--- config.mk ---
export PLATFORM = sky130hd
export DESIGN_NAME = fetch_unit
export DESIGN_NICKNAME = d
export VERILOG_FILES = /design/src/rtl/fetch_pkg.sv /design/src/rtl/fetch_unit_pc_reg.sv /design/src/rtl/fetch_unit.sv
export SDC_FILE = /design/constraint.sdc
export NUM_CORES = 1
export LEC_CHECK = 0
export ABC_AREA = 1
export BUFFER_PORTS_ARGS = -buffer_cell sky130_fd_sc_hd__buf_2
export CELL_PAD_IN_SITES_DETAIL_PLACEMENT = 0
export CELL_PAD_IN_SITES_GLOBAL_PLACEMENT = 2
export CORE_MARGIN = 2
export CORE_UTILIZATION = 27
export CTS_CLUSTER_DIAMETER = 100
export CTS_CLUSTER_SIZE = 30
export DETAILED_ROUTE_END_ITERATION = 7
export MAX_ROUTING_LAYER = met4
export PLACE_DENSITY = 0.86
export SLEW_MARGIN = 30
export SYNTH_ARGS = -nofsm -noshare
export SYNTH_HDL_FRONTEND = slang
export SYNTH_HIERARCHICAL = 1
export SYNTH_SLANG_ARGS = --single-unit
--- constraint.sdc ---
create_clock -name clk -period 4.6 [get_ports clk]
set_clock_uncertainty 0.1 [all_clocks]
set_input_delay 1.38 -clock clk [delete_from_list [all_inputs] [get_ports clk]]
set_output_delay 1.38 -clock clk [all_outputs]
set_load 0.02 [all_outputs]
--- src/rtl/fetch_pkg.sv ---
// Shared types and constants for the instruction fetch unit.
// The HALT state exists only when FETCH_MISALIGN_CHECK_EN is defined.
package fetch_pkg;

`ifdef FETCH_MISALIGN_CHECK_EN
    typedef enum logic [1:0] {
        ST_IDLE  = 2'd0,
        ST_FETCH = 2'd1,
        ST_HOLD  = 2'd2,
        ST_HALT  = 2'd3
    } fetch_state_t;
`else
    typedef enum logic [1:0] {
        ST_IDLE  = 2'd0,
        ST_FETCH = 2'd1,
        ST_HOLD  = 2'd2
    } fetch_state_t;
`endif

    localparam logic [31:0] NOP_INSTR        = 32'h0000_0013;
    localparam logic [31:0] DEFAULT_RESET_PC = 32'h0000_0000;

    localparam int OP_LSB     = 0;
    localparam int OP_MSB     = 6;
    localparam int FUNCT3_LSB = 12;
    localparam int FUNCT3_MSB = 14;
    localparam int FUNCT7_BIT = 30;

    function automatic logic [31:0] align_word(input logic [31:0] addr);
        return {addr[31:2], 2'b00};
    endfunction

endpackage

--- src/rtl/fetch_unit_pc_reg.sv ---
// Program counter register with redirect load and sequential +4 increment.
module pc_reg
    import fetch_pkg::*;
#(
    parameter logic [31:0] RESET_PC = DEFAULT_RESET_PC
) (
    input  logic        clk,
    input  logic        reset,
    input  logic        load,
    input  logic [31:0] load_value,
    input  logic        incr,
    output logic [31:0] pc
);

    // Redirect wins over increment; +4 wraps naturally at 2^32.
    always_ff @(posedge clk or posedge reset) begin
        if (reset) begin
            pc <= RESET_PC;
        end else if (load) begin
            pc <= load_value;
        end else if (incr) begin
            pc <= pc + 32'd4;
        end else begin
            pc <= pc;
        end
    end

endmodule

--- src/rtl/fetch_unit.sv ---
// Instruction fetch FSM: requests a word at pc, holds it for decode, handles redirects.
// Optional macro FETCH_MISALIGN_CHECK_EN halts on a misaligned redirect target.
module fetch_unit
    import fetch_pkg::*;
#(
    parameter logic [31:0] RESET_PC = DEFAULT_RESET_PC
) (
    input  logic        clk,
    input  logic        reset,
    output logic        imem_req,
    output logic [31:0] imem_addr,
    input  logic        imem_ack,
    input  logic [31:0] imem_rdata,
    input  logic        pc_src,
    input  logic [31:0] pc_target,
    input  logic        instr_ready,
    output logic        instr_valid,
    output logic [31:0] instr,
    output logic [31:0] instr_pc,
    output logic [31:0] instr_pc_plus4,
    output logic [6:0]  op,
    output logic [2:0]  funct3,
    output logic        funct7,
    output logic        fetch_misaligned
);

    fetch_state_t state;
    logic         kill;
    logic [31:0]  pending;
    logic [31:0]  pc;
    logic         pc_load;
    logic         pc_incr;
    logic [31:0]  pc_load_value;
    logic [31:0]  target_s;
    logic         misalign_s;
    logic         redirect_s;

`ifdef FETCH_MISALIGN_CHECK_EN
    assign misalign_s = pc_src & (pc_target[1:0] != 2'b00);
    assign target_s   = pc_target;
`else
    assign misalign_s = 1'b0;
    assign target_s   = align_word(pc_target);
    assign fetch_misaligned = 1'b0;
`endif
    assign redirect_s = pc_src & ~misalign_s;

    assign imem_addr = pc;
    assign op        = instr[OP_MSB:OP_LSB];
    assign funct3    = instr[FUNCT3_MSB:FUNCT3_LSB];
    assign funct7    = instr[FUNCT7_BIT];

    pc_reg #(.RESET_PC(RESET_PC)) u_pc_reg (
        .clk        (clk),
        .reset      (reset),
        .load       (pc_load),
        .load_value (pc_load_value),
        .incr       (pc_incr),
        .pc         (pc)
    );

    // PC update: the address only moves on ack in FETCH, or when leaving HOLD.
    always_comb begin
        pc_load       = 1'b0;
        pc_incr       = 1'b0;
        pc_load_value = target_s;
        case (state)
            ST_FETCH: begin
                if (imem_ack && redirect_s) begin
                    pc_load = 1'b1;
                end else if (imem_ack && kill) begin
                    pc_load       = 1'b1;
                    pc_load_value = pending;
                end else begin
                    pc_load = 1'b0;
                end
            end
            ST_HOLD: begin
                if (redirect_s) begin
                    pc_load = 1'b1;
                end else if (instr_ready) begin
                    pc_incr = 1'b1;
                end else begin
                    pc_incr = 1'b0;
                end
            end
            default: begin
                pc_load = 1'b0;
            end
        endcase
    end

    // Fetch sequencing, instruction buffer and kill bookkeeping.
    always_ff @(posedge clk or posedge reset) begin
        if (reset) begin
            state          <= ST_IDLE;
            imem_req       <= 1'b0;
            instr_valid    <= 1'b0;
            instr          <= NOP_INSTR;
            instr_pc       <= RESET_PC;
            instr_pc_plus4 <= RESET_PC + 32'd4;
            kill           <= 1'b0;
            pending        <= RESET_PC;
`ifdef FETCH_MISALIGN_CHECK_EN
            fetch_misaligned <= 1'b0;
`endif
        end else begin
            case (state)
                ST_IDLE: begin
                    state    <= ST_FETCH;
                    imem_req <= 1'b1;
                end
                ST_FETCH: begin
                    if (imem_ack) begin
                        if (redirect_s || kill) begin
                            kill <= 1'b0;
                        end else begin
                            instr          <= imem_rdata;
                            instr_pc       <= pc;
                            instr_pc_plus4 <= pc + 32'd4;
                            instr_valid    <= 1'b1;
                            imem_req       <= 1'b0;
                            state          <= ST_HOLD;
                        end
                    end else if (redirect_s) begin
                        // Address must stay stable until ack, so park the target.
                        kill    <= 1'b1;
                        pending <= target_s;
                    end else begin
                        kill <= kill;
                    end
                end
                ST_HOLD: begin
                    if (redirect_s || instr_ready) begin
                        state       <= ST_FETCH;
                        instr_valid <= 1'b0;
                        imem_req    <= 1'b1;
                    end else begin
                        state <= ST_HOLD;
                    end
                end
`ifdef FETCH_MISALIGN_CHECK_EN
                ST_HALT: begin
                    state <= ST_HALT;
                end
`endif
                default: begin
                    state       <= ST_IDLE;
                    imem_req    <= 1'b0;
                    instr_valid <= 1'b0;
                    kill        <= 1'b0;
                end
            endcase
`ifdef FETCH_MISALIGN_CHECK_EN
            if (misalign_s && (state == ST_FETCH || state == ST_HOLD)) begin
                state            <= ST_HALT;
                imem_req         <= 1'b0;
                instr_valid      <= 1'b0;
                kill             <= 1'b0;
                fetch_misaligned <= 1'b1;
            end else begin
                fetch_misaligned <= fetch_misaligned;
            end
`endif
        end
    end

endmodule
==> results.yml <==
clocking:
  insertion_delay_ns: 0.44
  root_buffer: "clkbuf_16"
  cts.sinks: 161
  clk_pin_slew_ns: 0.07
  h-tree-depth: 4
  max-clock-path-buffers: 2
  cts_setup_buffers: 0
  cts-buffers-inserted: 17
  postCtsHoldBufs: 0
  cts_tree: "built"
  cts_resized: 0
final_layout:
  area_growth_pct: 23.2
  diodes: 0
  fin_cells: 1728
  final_cell_mix: "nand2_1 (478), buf_2 (207), dfrtp_1 (157), nor2_1 (106), inv_1 (87)"
  fin_nets: 1394
  layout-drive-gt1-share_pct: 21.8
  layout_commonest_cell: "nand2_1"
  final_cell_area_mm2: 0.0104
critical_path:
  slowest_stage: "dfrtp_1"
  start_kind: "register"
  critPathMaxFanout: 9
  slowest_delay_ns: 0.66
  cpLargestDelayFamily: "flip-flops"
  worst_ep_arrival_time_ns: 1.38
  cp-end-kind: "output port"
  crit_type: "register to output port"
  crit_buf_inv: 1
  cp_cell_sequence: "buf_2"
  reg2reg_slack_ns: 2.12
  critPathRequiredTime_ns: 3.12
global_routing:
  grt_pass1_vias: 7244
  busiest_layer: "met2"
  grtUsageMet2_pct: 24.4
  met1_usage_pct: 23.4
  antenna_found_initial: 0
  grt_pass1_wl_um: 41200
  grt_overflow: 0
  met3_usage_pct: 3.05
  grt_max_degree: 101
  grt_usage_pct: 16.5
die:
  dieArea_mm2: 0.0326
  ios: 211
  core_mm2: 0.0307
  start_util_pct: 27.4
  die_h_um: 181
  rows: 64
  die_w_um: 181
sta:
  hold_ws_ns: 0.376
  setup_tns_ns: 0
  slew_violations: 0
  finalCriticalPeriod_ns: 2.86
  finalHoldViolCount: 0
  max_freq_mhz: 350
  rsz0062_at_grt: "no"
  period_share_pct: 62.1
  worst_pin_slew_ns: 0.770
  setup_viol: 0
  maxSlewHeadroom_pct: 48.6
job:
  max_cap_violations: 0
detailed_routing:
  vias: 7650
  postRouteAntennaNets: 0
  drc_errors: 0
  vias_per_cell: 4.43
  firstDrtPassIters: 6
  initialDrtViolationCount: 485
  avgRoutedWirePerCell_um: 14.9
  finalWirelength_um: 25800
synthesis:
  ys_types: 35
  synth_seq_cells: 161
  synth_top_area_share_pct: 46.7
  yosysWarnings: 6
  synth_top_area_cell: "dfrtp_1"
  yosysSeqAreaShare_pct: 48.0
  synth.area.top_cells: "dfrtp_1 (47%), nand2_1 (21%), nor2_1 (4.7%)"
  syn_area_mm2: 0.00841
  avgSynthCellArea_um2: 7.40
  syn_inst: 1137
placement:
  io_buffers: 207
  dp_cells: 1695
  place_area_mm2: 0.00973
  routabilityCongestion: 0.763
  hpwl_um: 18200
power_and_ir_drop:
  clockPowerShare_pct: 22.7
  p_total_w: 0.00671
  p_int_w: 0.00371
  power_frac_comb_pct: 37.7
  p_leak_nw: 5.54
  powerDensity_mw_per_mm2: 648
  peakVddDrop_mv: 0.241
  pwr-share-seq_pct: 39.6
  p_switching_w: 0.00300
  power_switching_share_pct: 44.7
outcome:
  status: "complete, no violations"
min_path:
  hp-class: "register to register"
## per-stage QoR
stage          util (%)  setup WS (ns)
2_1_floorplan         -           1.53
3_3_place_gp       31.7           1.26
3_5_place_dp       31.7           1.27
4_1_cts            33.7           1.70
5_1_grt            33.8           1.58
6_report           33.8           1.74
## power by group through the flow
stage | logic, W | registers [W] | clock network, W
after detailed placement | 0.00255 | 0.00269 | 0
after global routing | 0.00283 | 0.00277 | 0.00162
after floorplan | 0.00125 | 0.00304 | 0
after CTS | 0.00256 | 0.00267 | 0.00157
final | 0.00253 | 0.00266 | 0.00152
after global placement | 0.00253 | 0.00267 | 0
## cell families (layout without fill, tap and decap cells)
| kind of cell | after synthesis | after routing | share of synthesized area [%] |
|---|---|---|---|
| and+or+nand+nor | 693 | 693 | 34.1 |
| other | 1 | 3 | 0.0446 |
| adders and majority gates | 6 | 6 | 0.892 |
| buffers and inverters | 144 | 337 | 7.88 |
| DFF | 161 | 161 | 48.0 |
| xor gates and xnor gates | 9 | 9 | 0.937 |
| AOI/OAI and AO/OA | 123 | 123 | 8.20 |
## path summary, 6_finish.rpt
path	cells past startpoint	end	start
min in group asynchronous	2	pending[3]	reset
worst min register to register	2	instr_pc[18]	instr_pc[18]
worst max register to register	9	instr_pc_plus4[24]	state[1]
worst min-delay path	2	instr_pc[18]	instr_pc[18]
worst max-delay path	1	imem_addr[10]	u_pc_reg/pc[10]
max in group asynchronous	4	instr[0]	reset
## cells in the mapped netlist
cell,n
nand2_1,478
dfrtp_1,157
nor2_1,106
inv_1,88
nand3_1,57
o21ai_0,44
a21oi_1,37
buf_4,22
a22oi_1,21
buf_2,18
o21ai_1,12
clkbuf_1,11
nand4_1,11
nor2_2,11
nor2_4,10
nand2_2,8
xor2_1,8
ha_1,6
and2_1,4
dfstp_2,4
o21bai_1,4
o211ai_1,3
inv_2,2
nand2_4,2
nand3b_1,2
or2_2,2
a31oi_1,1
and2_2,1
buf_1,1
buf_6,1
clkbuf_8,1
conb_1,1
nor3b_1,1
o31ai_1,1
xnor2_1,1
## final cells by class
type                    instances  area [um^2]
fillers                      3322        20300
well taps                     396          495
flip-flops and latches        161         4030
clock inverters                14          173
inverters                      90          342
clock buffers                  18          439
multi-input cells             834         3740
repair buffers                215         1130
## layer usage
| layer | routed length, um | vias to the layer above |
|---|---|---|
| met5 | 0 | - |
| met2 | 11400 | 212 |
| met1 | 13100 | 3512 |
| met3 | 1100 | 10 |
| li1 | - | 3916 |
| met4 | 164 | 0 |
(Power assumes the default switching activity.)
